`src/rtl/multdiv_pkg.sv`:
```
// Shared constants and types for the multiply/divide sequencers.
package multdiv_pkg;

    localparam int unsigned OPERAND_WIDTH = 32;
    localparam int unsigned ACC_WIDTH     = 64;
    localparam int unsigned NUM_STEPS     = 16;
    localparam int unsigned STEP_WIDTH    = $clog2(NUM_STEPS);

    typedef enum logic [1:0] {
        StIdle = 2'b00,
        StRun  = 2'b01,
        StDone = 2'b10
    } mult_state_e;

endpackage

```
`src/rtl/booth_step.sv`:
```
// Radix-4 Booth digit recoding and partial-product generation for one step.
module booth_step
    import multdiv_pkg::*;
(
    input  logic [OPERAND_WIDTH-1:0] a_i,
    input  logic [2:0]               window_i,
    input  logic [STEP_WIDTH-1:0]    step_i,
    output logic [ACC_WIDTH-1:0]     pp_o
);

    logic                 zero;
    logic                 dbl;
    logic                 neg;
    logic [ACC_WIDTH-1:0] a_ext;
    logic [ACC_WIDTH-1:0] mag;
    logic [ACC_WIDTH-1:0] signed_pp;

    // Recode the window {B[2i+1], B[2i], B[2i-1]} into a digit in {-2..+2}
    always_comb begin
        zero = 1'b0;
        dbl  = 1'b0;
        neg  = 1'b0;
        unique case (window_i)
            3'b000, 3'b111: zero = 1'b1;
            3'b001, 3'b010: ;
            3'b011:         dbl = 1'b1;
            3'b100:         begin dbl = 1'b1; neg = 1'b1; end
            3'b101, 3'b110: neg = 1'b1;
        endcase
    end

    // Build digit*A sign-extended to the accumulator width, then weight by 4^i
    always_comb begin
        a_ext = {{(ACC_WIDTH - OPERAND_WIDTH){a_i[OPERAND_WIDTH-1]}}, a_i};
        if (zero) begin
            mag = '0;
        end else if (dbl) begin
            mag = a_ext << 1;
        end else begin
            mag = a_ext;
        end
        signed_pp = neg ? (~mag + ACC_WIDTH'(1)) : mag;
        pp_o      = signed_pp << {step_i, 1'b0};
    end

endmodule

```
`src/rtl/mult_sequencer.sv`:
```
// Sequential signed 32x32 multiplier, one radix-4 Booth digit per clock.
module mult_sequencer
    import multdiv_pkg::*;
(
    input  logic                     clock,
    input  logic                     reset,
    input  logic                     ctrl_MULT,
    input  logic [OPERAND_WIDTH-1:0] data_operandA,
    input  logic [OPERAND_WIDTH-1:0] data_operandB,
    output logic [OPERAND_WIDTH-1:0] data_result,
    output logic                     data_exception,
    output logic                     data_inputRDY,
    output logic                     data_resultRDY
);

    mult_state_e              state_q, state_d;
    logic [OPERAND_WIDTH-1:0] a_q, a_d;
    logic [OPERAND_WIDTH-1:0] b_q, b_d;
    logic [STEP_WIDTH-1:0]    step_q, step_d;
    logic [ACC_WIDTH-1:0]     acc_q, acc_d;
    logic [OPERAND_WIDTH-1:0] result_q, result_d;
    logic                     exception_q, exception_d;
    logic                     result_rdy_q, result_rdy_d;

    logic                     start;
    logic                     last_step;
    logic [OPERAND_WIDTH:0]   b_ext;
    logic [2:0]               window;
    logic [ACC_WIDTH-1:0]     pp;
    logic [ACC_WIDTH-1:0]     acc_sum;

    assign start     = ctrl_MULT & data_inputRDY;
    assign last_step = (state_q == StRun) && (step_q == STEP_WIDTH'(NUM_STEPS - 1));
    // Appending B[-1]=0 lets every window be a plain 3-bit slice
    assign b_ext     = {b_q, 1'b0};
    assign window    = b_ext[{step_q, 1'b0} +: 3];
    assign acc_sum   = acc_q + pp;

    booth_step u_booth_step (
        .a_i      (a_q),
        .window_i (window),
        .step_i   (step_q),
        .pp_o     (pp)
    );

    // FSM state register
    always_ff @(posedge clock or posedge reset) begin
        if (reset) begin
            state_q <= StIdle;
        end else begin
            state_q <= state_d;
        end
    end

    // FSM next-state logic; DONE may chain straight into RUN
    always_comb begin
        state_d = state_q;
        unique case (state_q)
            StIdle:  if (start) state_d = StRun;
            StRun:   if (last_step) state_d = StDone;
            StDone:  state_d = start ? StRun : StIdle;
            default: state_d = StIdle;
        endcase
    end

    // FSM outputs and registered result drive
    always_comb begin
        data_inputRDY  = (state_q != StRun);
        data_result    = result_q;
        data_exception = exception_q;
        data_resultRDY = result_rdy_q;
    end

    // Datapath next-state: operand capture, accumulation and result capture
    always_comb begin
        a_d          = a_q;
        b_d          = b_q;
        step_d       = step_q;
        acc_d        = acc_q;
        result_d     = result_q;
        exception_d  = exception_q;
        result_rdy_d = 1'b0;
        if (start) begin
            a_d    = data_operandA;
            b_d    = data_operandB;
            acc_d  = '0;
            step_d = '0;
        end else if (state_q == StRun) begin
            acc_d  = acc_sum;
            step_d = step_q + STEP_WIDTH'(1);
            if (last_step) begin
                result_d     = acc_sum[OPERAND_WIDTH-1:0];
                // Overflow when the upper half is not a pure sign extension
                exception_d  = acc_sum[ACC_WIDTH-1:OPERAND_WIDTH]
                               != {OPERAND_WIDTH{acc_sum[OPERAND_WIDTH-1]}};
                result_rdy_d = 1'b1;
            end
        end
    end

    // Datapath registers
    always_ff @(posedge clock or posedge reset) begin
        if (reset) begin
            a_q          <= '0;
            b_q          <= '0;
            step_q       <= '0;
            acc_q        <= '0;
            result_q     <= '0;
            exception_q  <= 1'b0;
            result_rdy_q <= 1'b0;
        end else begin
            a_q          <= a_d;
            b_q          <= b_d;
            step_q       <= step_d;
            acc_q        <= acc_d;
            result_q     <= result_d;
            exception_q  <= exception_d;
            result_rdy_q <= result_rdy_d;
        end
    end

endmodule

```
`config.mk`:
```
export PLATFORM = sky130hd
export DESIGN_NAME = mult_sequencer
export DESIGN_NICKNAME = d
export VERILOG_FILES = /design/src/rtl/multdiv_pkg.sv /design/src/rtl/booth_step.sv /design/src/rtl/mult_sequencer.sv
export SDC_FILE = /design/constraint.sdc
export NUM_CORES = 1
export LEC_CHECK = 0
export CORE_ASPECT_RATIO = 1.25
export CORE_MARGIN = 2
export CORE_UTILIZATION = 57
export DETAILED_ROUTE_END_ITERATION = 12
export GPL_ROUTABILITY_DRIVEN = 0
export PLACE_DENSITY = 0.78
export SKIP_LAST_GASP = 1
export SLEW_MARGIN = 30
export SYNTH_ARGS = -nofsm -noshare
export SYNTH_HDL_FRONTEND = slang
export SYNTH_SLANG_ARGS = --single-unit
```
`constraint.sdc`:
```
create_clock -name clock -period 13.13 [get_ports clock]
set_input_delay 3.939 -clock clock [delete_from_list [all_inputs] [get_ports clock]]
set_output_delay 3.939 -clock clock [all_outputs]
set_load 0.03 [all_outputs]
```
==> report_table.html, run 1 <==
<table>
<tr><th>Metric</th><th>Value</th></tr>
<tr><th colspan="2">GRT</th></tr>
<tr><td>Maximum number of pins on one net before global-route repair</td><td>105</td></tr>
<tr><td>Number of global-route vias before repair</td><td>13800</td></tr>
<tr><td>Total global routing overflow</td><td>0</td></tr>
<tr><td>First-pass GRT wire length</td><td>72.7 mm</td></tr>
<tr><td>Antenna violations before repair</td><td>0</td></tr>
<tr><td>GRT Overall Usage</td><td>33.5%</td></tr>
<tr><th colspan="2">Die</th></tr>
<tr><td>Initial core utilization</td><td>58.2%</td></tr>
<tr><td>Number of core rows</td><td>65</td></tr>
<tr><td>IO Count</td><td>102</td></tr>
<tr><td>Height of the chip</td><td>184 um</td></tr>
<tr><td>Placeable core area</td><td>25300 um2</td></tr>
<tr><td>Full die area</td><td>27200 um2</td></tr>
<tr><td>DIE WIDTH</td><td>148 um</td></tr>
<tr><th colspan="2">Job</th></tr>
<tr><td>Max-cap violation count</td><td>0</td></tr>
<tr><th colspan="2">STA</th></tr>
<tr><td>Skew final</td><td>12.0 ps</td></tr>
<tr><td>Highest clock rate</td><td>94.6 MHz</td></tr>
<tr><td>Setup repair after global routing missed its margin</td><td>false</td></tr>
<tr><td>Final total negative setup slack</td><td>0 ps</td></tr>
<tr><td>Final min period</td><td>10580 ps</td></tr>
<tr><td>Rel. slew slack</td><td>39.7%</td></tr>
<tr><td>Hold violation count in the final report</td><td>0</td></tr>
<tr><td>Max-slew violation count</td><td>0</td></tr>
<tr><td>Tcrit/Tclk final</td><td>80.5%</td></tr>
<tr><td>Final Setup Violations</td><td>0</td></tr>
<tr><td>Slew at the pin closest to its max-slew limit</td><td>904 ps</td></tr>
<tr><th colspan="2">Setup path</th></tr>
<tr><td>Maximum fanout count along the critical path</td><td>64</td></tr>
<tr><td>Worst stage delay on the critical path</td><td>690 ps</td></tr>
<tr><td>WP data arrival</td><td>10890 ps</td></tr>
<tr><td>Destination of the worst register-to-register timing path</td><td>data_exception$_DFFE_PP0P_</td></tr>
<tr><td>Worst Path Required</td><td>13450 ps</td></tr>
<tr><td>Crit path buf inv count</td><td>2</td></tr>
<tr><td>Setup slack on the worst flop-to-flop path</td><td>2550 ps</td></tr>
<tr><td>Worst path slowest cell</td><td>sky130_fd_sc_hd__o41ai_2</td></tr>
<tr><td>Type of element capturing the critical path</td><td>register</td></tr>
<tr><td>Type of the worst setup path</td><td>register to register</td></tr>
<tr><td>Critical path's top delay family</td><td>compound AO/OA/AOI/OAI gates</td></tr>
<tr><td>Number of cells traversed by the worst register-to-register path</td><td>30</td></tr>
<tr><td>Worst reg2reg startpoint</td><td>step_q[0]$_DFFE_PP0P_</td></tr>
<tr><td>Startpoint types</td><td>register</td></tr>
<tr><th colspan="2">Hold path</th></tr>
<tr><td>Hold Path Stages</td><td>1</td></tr>
<tr><td>Class of the worst hold path</td><td>register to register</td></tr>
<tr><td>Hold endpoint</td><td>state_q[0]$_DFFE_PP0P_</td></tr>
<tr><td>Worst hold start</td><td>state_q[0]$_DFFE_PP0P_</td></tr>
<tr><th colspan="2">Drt</th></tr>
<tr><td>Total iterations of the first detailed-routing run</td><td>6</td></tr>
<tr><td>Remaining antenna violation count after routing</td><td>0</td></tr>
<tr><td>Number of violations reported at the end of detailed-routing iteration 0</td><td>1578</td></tr>
<tr><td>Via count normalized by instance count</td><td>6.75</td></tr>
<tr><td>Detailed Route WL</td><td>45.0 mm</td></tr>
<tr><td>DR DRC count</td><td>0</td></tr>
<tr><td>Via count of the routed design</td><td>14400</td></tr>
<tr><td>Wire per inst</td><td>21.1 um</td></tr>
<tr><th colspan="2">Synth</th></tr>
<tr><td>Post-Synthesis Cells</td><td>1760</td></tr>
<tr><td>Combined area of all synthesized cells</td><td>14700 um2</td></tr>
<tr><td>Proportion of register bits with asynchronous set or reset after synthesis</td><td>100%</td></tr>
<tr><td>Leading cell types by total area after synthesis</td><td>sky130_fd_sc_hd__dfrtp_1, sky130_fd_sc_hd__nand2_1, sky130_fd_sc_hd__ha_1</td></tr>
<tr><td>Biggest area consumer among synthesized cells</td><td>sky130_fd_sc_hd__dfrtp_1</td></tr>
<tr><td>Yosys warning total</td><td>0</td></tr>
<tr><td>Post-synth net total</td><td>1901</td></tr>
<tr><td>Post-synthesis register bit count</td><td>168</td></tr>
<tr><td>Primary flip-flop cell chosen by synthesis mapping</td><td>sky130_fd_sc_hd__dfrtp_1</td></tr>
<tr><td>Synth unique cells</td><td>92</td></tr>
<tr><td>Number of enable-type register cells in the synthesized netlist</td><td>0</td></tr>
<tr><td>Post-Syn Area per Cell</td><td>8.37 um2</td></tr>
<tr><td>Sequential-to-total area share from yosys stat</td><td>28.5%</td></tr>
<tr><td>Fraction of synthesized cell area taken by the top area cell type</td><td>28.5%</td></tr>
<tr><th colspan="2">Run status</th></tr>
<tr><td>Status</td><td>complete, no violations</td></tr>
<tr><th colspan="2">Clocking</th></tr>
<tr><td>Clock tree from TritonCTS</td><td>built</td></tr>
<tr><td>Gates resized, CTS repair</td><td>0</td></tr>
<tr><td>Cell at the root of the clock tree</td><td>sky130_fd_sc_hd__clkbuf_16</td></tr>
<tr><td>Number of buffers on the longest clock path</td><td>2</td></tr>
<tr><td>Sinks on Clock Net</td><td>168</td></tr>
<tr><td>Num CTS Buffers</td><td>17</td></tr>
<tr><td>Clock slew at the register clock pins of the worst setup and hold paths</td><td>70 ps</td></tr>
<tr><td>Hold buffer count at CTS</td><td>0</td></tr>
<tr><td>H-Tree Depth</td><td>4</td></tr>
<tr><td>Clock latency on the worst-skew pair</td><td>450 ps</td></tr>
<tr><td>Setup repair bufs after CTS</td><td>0</td></tr>
<tr><th colspan="2">Placement</th></tr>
<tr><td>Number of port buffers</td><td>101</td></tr>
<tr><td>Dpl hpwl</td><td>33.6 mm</td></tr>
<tr><th colspan="2">Finish</th></tr>
<tr><td>Net count reported at finish</td><td>1929</td></tr>
<tr><td>Filler Cells Inserted</td><td>2157</td></tr>
<tr><td>Synthesis-to-finish area growth</td><td>11.6%</td></tr>
<tr><td>Diodes inserted</td><td>0</td></tr>
<tr><td>Ratio of cells with drive above 1 in the final layout</td><td>10.5%</td></tr>
</table>
registers in the layout, summed over array words and instances (netlist names):
signal	cells
step_q	4
data_exception	1
data_result	32
state_q	2
data_resultRDY	1
b_q	32
a_q	32
acc_q	64
synthesized netlist by cell type (4+ instances only):
library cell / instances
sky130_fd_sc_hd__nand2_1: 247
sky130_fd_sc_hd__dfrtp_1: 168
sky130_fd_sc_hd__o21ai_0: 140
sky130_fd_sc_hd__a21oi_1: 127
sky130_fd_sc_hd__nor2_1: 124
sky130_fd_sc_hd__clkbuf_1: 81
sky130_fd_sc_hd__mux2_2: 81
sky130_fd_sc_hd__ha_1: 73
sky130_fd_sc_hd__nand3_1: 61
sky130_fd_sc_hd__mux2i_1: 46
sky130_fd_sc_hd__xnor2_1: 46
sky130_fd_sc_hd__a21o_1: 38
sky130_fd_sc_hd__xor2_1: 37
sky130_fd_sc_hd__inv_1: 30
sky130_fd_sc_hd__nand4_1: 29
sky130_fd_sc_hd__a22o_1: 28
sky130_fd_sc_hd__nor3_1: 21
sky130_fd_sc_hd__a31oi_1: 20
sky130_fd_sc_hd__a22oi_1: 19
sky130_fd_sc_hd__o211ai_1: 19
sky130_fd_sc_hd__o21bai_1: 18
sky130_fd_sc_hd__a211oi_1: 17
sky130_fd_sc_hd__and2_1: 17
sky130_fd_sc_hd__mux4_2: 16
sky130_fd_sc_hd__nor4_1: 15
sky130_fd_sc_hd__o31ai_1: 13
sky130_fd_sc_hd__a221oi_1: 12
sky130_fd_sc_hd__buf_1: 12
sky130_fd_sc_hd__buf_2: 12
sky130_fd_sc_hd__nand2b_1: 11
sky130_fd_sc_hd__nor2b_1: 11
sky130_fd_sc_hd__o22ai_1: 11
sky130_fd_sc_hd__or3_1: 11
sky130_fd_sc_hd__a2111oi_0: 9
sky130_fd_sc_hd__and3_1: 8
sky130_fd_sc_hd__and4_1: 8
sky130_fd_sc_hd__o21a_1: 7
sky130_fd_sc_hd__o31a_1: 7
sky130_fd_sc_hd__o41ai_1: 6
sky130_fd_sc_hd__or2_2: 6
sky130_fd_sc_hd__a211o_1: 5
sky130_fd_sc_hd__a21boi_0: 5
sky130_fd_sc_hd__o211a_1: 5
sky130_fd_sc_hd__o221ai_1: 5
sky130_fd_sc_hd__a41oi_1: 4
cell families (layout without fill, tap and decap cells):
group / after synthesis / count (layout) / share of synthesized area, %
adders and majority gates: 74 / 74 / 6.34
xor gates and xnor gates: 86 / 86 / 5.46
AOI/OAI and AO/OA: 555 / 555 / 25.0
buffers and inverters: 141 / 182 / 3.82
and+or+nand+nor: 590 / 590 / 18.8
DFF: 168 / 168 / 28.5
muxes: 146 / 146 / 12.1
layer usage:
layer  vias up  wire length [um]  GRT usage [%]
li1       6597                 -              -
met1      6769             17200           40.6
met4         0              3150           21.7
met2       848             21200           55.1
met3       209              3450           5.58
met5         -                 0              0
per-stage QoR:
stage	utilization [%]	worst slack [ps]	hold slack, ps	instance area, um2	cells
after global placement	62.6	2770	448	15800	2102
after global routing	65.0	1820	471	16400	2136
after detailed placement	62.7	2520	455	15800	2102
after CTS	64.9	2460	465	16400	2134
after floorplan	-	4530	432	14700	1760
final	65.0	2550	462	16400	2136
cells in the final DEF, fill, tap and decap left out, drive strengths merged, types with 8 or more instances in the layout:
| cell type | count |
|---|---|
| and2 | 18 |
| mux4 | 16 |
| mux2i | 48 |
| o21bai | 18 |
| a221oi | 15 |
| and4 | 8 |
| clkdlybuf4s50 | 101 |
| a31oi | 20 |
| clkbuf | 18 |
| nor2b | 11 |
| mux2 | 82 |
| inv | 39 |
| a21oi | 129 |
| nand3 | 61 |
| nand2 | 247 |
| or2 | 8 |
| a22o | 28 |
| a2111oi | 10 |
| or3 | 11 |
| nor3 | 24 |
| a22oi | 19 |
| and3 | 8 |
| ha | 73 |
| dfrtp | 168 |
| nand2b | 11 |
| o21ai | 143 |
| nand4 | 29 |
| a211oi | 17 |
| o211ai | 19 |
| xnor2 | 48 |
| o31ai | 13 |
| xor2 | 37 |
| nor4 | 17 |
| a21o | 38 |
| nor2 | 126 |
| buf | 17 |
| o22ai | 11 |
worst max path at each step:
stage,from,to,cells after the start
6_report,step_q[0]$_DFFE_PP0P_,data_exception$_DFFE_PP0P_,30
5_1_grt,step_q[0]$_DFFE_PP0P_,data_exception$_DFFE_PP0P_,30
4_1_cts,step_q[0]$_DFFE_PP0P_,data_exception$_DFFE_PP0P_,30
3_5_place_dp,step_q[0]$_DFFE_PP0P_,data_exception$_DFFE_PP0P_,30
3_3_place_gp,step_q[0]$_DFFE_PP0P_,data_exception$_DFFE_PP0P_,30
2_1_floorplan,step_q[0]$_DFFE_PP0P_,data_exception$_DFFE_PP0P_,32
area by class of cell:
class / instances / area, um2 / area share, %
clock buffers: 18 / 439 / 2.67
clock inverters: 14 / 129 / 0.784
well taps: 335 / 419 / 2.55
multi-input cells: 1451 / 9980 / 60.7
repair buffers: 118 / 1140 / 6.95
flip-flops and latches: 168 / 4210 / 25.6
inverters: 32 / 128 / 0.776
Power of run 1 is left out: the tool's default activity adds up to more than one toggle a clock period on the data nets, which glitch-free logic cannot reach.
==> run 2: changes to the inputs <==
Clock period 13.13 ns to 9.93 ns, I/O delays scaled along.
==> run 2 against run 1 <==
Design area is 1.1% higher. Highest routed layer unchanged. First-iteration DRC count rose by 11%. Critical endpoint unchanged. Register-to-register slack got worse by 2100 ps.
==> report_table.html, run 2 (synthesis results as in run 1) <==
<table>
<tr><th>Metric</th><th>Value</th></tr>
<tr><th colspan="2">Clocking</th></tr>
<tr><td>Sinks on Clock Net</td><td>168 (unchanged)</td></tr>
<tr><td>Clock tree from TritonCTS</td><td>built (unchanged)</td></tr>
<tr><td>Cell at the root of the clock tree</td><td>sky130_fd_sc_hd__clkbuf_16 (unchanged)</td></tr>
<tr><td>Gates resized, CTS repair</td><td>0 (unchanged)</td></tr>
<tr><td>Setup repair bufs after CTS</td><td>0 (unchanged)</td></tr>
<tr><td>Number of buffers on the longest clock path</td><td>2 (unchanged)</td></tr>
<tr><td>H-Tree Depth</td><td>4 (unchanged)</td></tr>
<tr><td>Clock slew at the register clock pins of the worst setup and hold paths</td><td>80 ps (was 70 ps)</td></tr>
<tr><td>Hold buffer count at CTS</td><td>0 (unchanged)</td></tr>
<tr><td>Num CTS Buffers</td><td>17 (unchanged)</td></tr>
<tr><td>Clock latency on the worst-skew pair</td><td>450 ps (about the same)</td></tr>
<tr><th colspan="2">STA</th></tr>
<tr><td>Highest clock rate</td><td>105 MHz (was 94.6 MHz)</td></tr>
<tr><td>Hold violation count in the final report</td><td>0 (unchanged)</td></tr>
<tr><td>Final total negative setup slack</td><td>0 ps (unchanged)</td></tr>
<tr><td>Tcrit/Tclk final</td><td>95.5% (was 80.5%)</td></tr>
<tr><td>Setup repair after global routing missed its margin</td><td>false (unchanged)</td></tr>
<tr><td>Skew final</td><td>12.0 ps (about the same)</td></tr>
<tr><td>Max-slew violation count</td><td>0 (unchanged)</td></tr>
<tr><td>Slew at the pin closest to its max-slew limit</td><td>857 ps (was 904 ps)</td></tr>
<tr><td>Rel. slew slack</td><td>42.1% (was 39.7%)</td></tr>
<tr><td>Final WS setup</td><td>445 ps (was 2550 ps)</td></tr>
<tr><td>Final Setup Violations</td><td>0 (unchanged)</td></tr>
<tr><td>Post-route worst hold slack</td><td>469 ps (was 462 ps)</td></tr>
<tr><td>Final min period</td><td>9480 ps (was 10580 ps)</td></tr>
<tr><th colspan="2">Drt</th></tr>
<tr><td>Via count of the routed design</td><td>14500 (was 14400)</td></tr>
<tr><td>Via count normalized by instance count</td><td>6.71 (was 6.75)</td></tr>
<tr><td>Wire per inst</td><td>20.8 um (was 21.1 um)</td></tr>
<tr><td>Detailed Route WL</td><td>44.9 mm (was 45.0 mm)</td></tr>
<tr><td>Number of violations reported at the end of detailed-routing iteration 0</td><td>1750 (was 1578)</td></tr>
<tr><td>DR DRC count</td><td>0 (unchanged)</td></tr>
<tr><td>Total iterations of the first detailed-routing run</td><td>8 (was 6)</td></tr>
<tr><td>Remaining antenna violation count after routing</td><td>0 (unchanged)</td></tr>
<tr><th colspan="2">Run status</th></tr>
<tr><td>Status</td><td>complete, no violations (unchanged)</td></tr>
<tr><th colspan="2">Setup path</th></tr>
<tr><td>Startpoint types</td><td>register (unchanged)</td></tr>
<tr><td>Worst stage delay on the critical path</td><td>580 ps (was 690 ps)</td></tr>
<tr><td>Maximum fanout count along the critical path</td><td>46 (was 64)</td></tr>
<tr><td>Crit path buf inv count</td><td>3 (was 2)</td></tr>
<tr><td>Worst Path Required</td><td>10240 ps (was 13450 ps)</td></tr>
<tr><td>Critical path's top delay family</td><td>compound AO/OA/AOI/OAI gates (unchanged)</td></tr>
<tr><td>Worst path slowest cell</td><td>sky130_fd_sc_hd__a2111oi_0 (was sky130_fd_sc_hd__o41ai_2)</td></tr>
<tr><td>Type of element capturing the critical path</td><td>register (unchanged)</td></tr>
<tr><td>Most used cell, CP</td><td>sky130_fd_sc_hd__nor2_1</td></tr>
<tr><td>Type of the worst setup path</td><td>register to register (unchanged)</td></tr>
<tr><td>WP data arrival</td><td>9800 ps (was 10890 ps)</td></tr>
<tr><th colspan="2">Die</th></tr>
<tr><td>IO Count</td><td>102 (unchanged)</td></tr>
<tr><td>Placeable core area</td><td>25300 um2 (unchanged)</td></tr>
<tr><td>DIE WIDTH</td><td>148 um (unchanged)</td></tr>
<tr><td>Full die area</td><td>27200 um2 (unchanged)</td></tr>
<tr><td>Number of core rows</td><td>65 (unchanged)</td></tr>
<tr><td>Initial core utilization</td><td>58.2% (unchanged)</td></tr>
<tr><td>Height of the chip</td><td>184 um (unchanged)</td></tr>
<tr><th colspan="2">Job</th></tr>
<tr><td>Max-cap violation count</td><td>0 (unchanged)</td></tr>
<tr><th colspan="2">Finish</th></tr>
<tr><td>Area taken by flip-flops and latches</td><td>4210 um2 (unchanged)</td></tr>
<tr><td>Filler Cells Inserted</td><td>2135 (was 2157)</td></tr>
<tr><td>Largest register FFs</td><td>64 (unchanged)</td></tr>
<tr><td>Net count reported at finish</td><td>1947 (was 1929)</td></tr>
<tr><td>Largest Register</td><td>acc_q (unchanged)</td></tr>
<tr><td>Leading cell type in the layout, fill and taps excluded</td><td>sky130_fd_sc_hd__nand2_1 (unchanged)</td></tr>
<tr><td>Synthesis-to-finish area growth</td><td>12.9% (was 11.6%)</td></tr>
<tr><td>Ratio of cells with drive above 1 in the final layout</td><td>11.3% (was 10.5%)</td></tr>
<tr><td>Diodes inserted</td><td>0 (unchanged)</td></tr>
<tr><td>Area occupied by multi-input gates</td><td>10000 um2 (was 9980 um2)</td></tr>
<tr><td>Highest-count cells in the layout ignoring fill and taps</td><td>sky130_fd_sc_hd__nand2_1, sky130_fd_sc_hd__dfrtp_1, sky130_fd_sc_hd__o21ai_0 (unchanged)</td></tr>
<tr><th colspan="2">Placement</th></tr>
<tr><td>Number of port buffers</td><td>101 (unchanged)</td></tr>
<tr><td>Worst slack at placement</td><td>556 ps (was 2520 ps)</td></tr>
<tr><td>Dpl hpwl</td><td>33.5 mm (was 33.6 mm)</td></tr>
<tr><th colspan="2">GRT</th></tr>
<tr><td>Total global routing overflow</td><td>0 (unchanged)</td></tr>
<tr><td>Antenna violations before repair</td><td>0 (unchanged)</td></tr>
<tr><td>Number of global-route vias before repair</td><td>13600 (was 13800)</td></tr>
<tr><td>GRT Overall Usage</td><td>33.3% (was 33.5%)</td></tr>
<tr><td>First-pass GRT wire length</td><td>72.3 mm (was 72.7 mm)</td></tr>
<tr><td>Maximum number of pins on one net before global-route repair</td><td>108 (was 105)</td></tr>
<tr><th colspan="2">Hold path</th></tr>
<tr><td>Class of the worst hold path</td><td>register to register (unchanged)</td></tr>
</table>
-- run 2: cell types whose count changed in the layout (fill, tap and decap cells not counted), sizes merged --
cell      previous run  this run
clkinvlp             4         3
inv                 39        37
buf                 17        35
bufinv               0         2
clkinv               3         4
-- run 2: stage by stage --
stage / util, % / instances / area, um2
after floorplan: - / 1760 / 14700
after CTS: 65.6 / 2154 / 16600
after global routing: 65.7 / 2154 / 16600
after global placement: 63.2 / 2122 / 16000
final: 65.7 / 2154 / 16600
after detailed placement: 63.2 / 2122 / 16000
-- run 2: path summary, 6_finish.rpt --
check	depth (start not counted)	start	endpoint	slack [ps]
max in group asynchronous	3	reset	step_q[0]$_DFFE_PP0P_	5600
min reg2reg	1	state_q[0]$_DFFE_PP0P_	state_q[0]$_DFFE_PP0P_	470
max	31	step_q[3]$_DFFE_PP0P_	data_exception$_DFFE_PP0P_	450
min	1	state_q[0]$_DFFE_PP0P_	state_q[0]$_DFFE_PP0P_	470
max reg2reg	31	step_q[3]$_DFFE_PP0P_	data_exception$_DFFE_PP0P_	450
min in group asynchronous	2	reset	data_resultRDY$_DFF_PP0_	3050
-- run 2: metal layers --
layer,up-vias,wire length [um],track usage (%),part of all wire [%]
li1,6641,-,-,-
met1,6772,17300,40.9,39
met2,842,20900,54.5,47
met3,208,3540,6.03,7.9
met4,0,3170,20.5,7.1
met5,-,0,0,0
-- run 2: final cells by class --
class                      instances  area share (%)
clock buffer                      18            2.58
clock inverter                    14           0.978
inverter                          32           0.767
multi-input combinational       1451            60.2
sequential                       168            25.3
tap                              335            2.52
timing repair buffer             136            7.68
Power of run 2 is left out for the same reason.
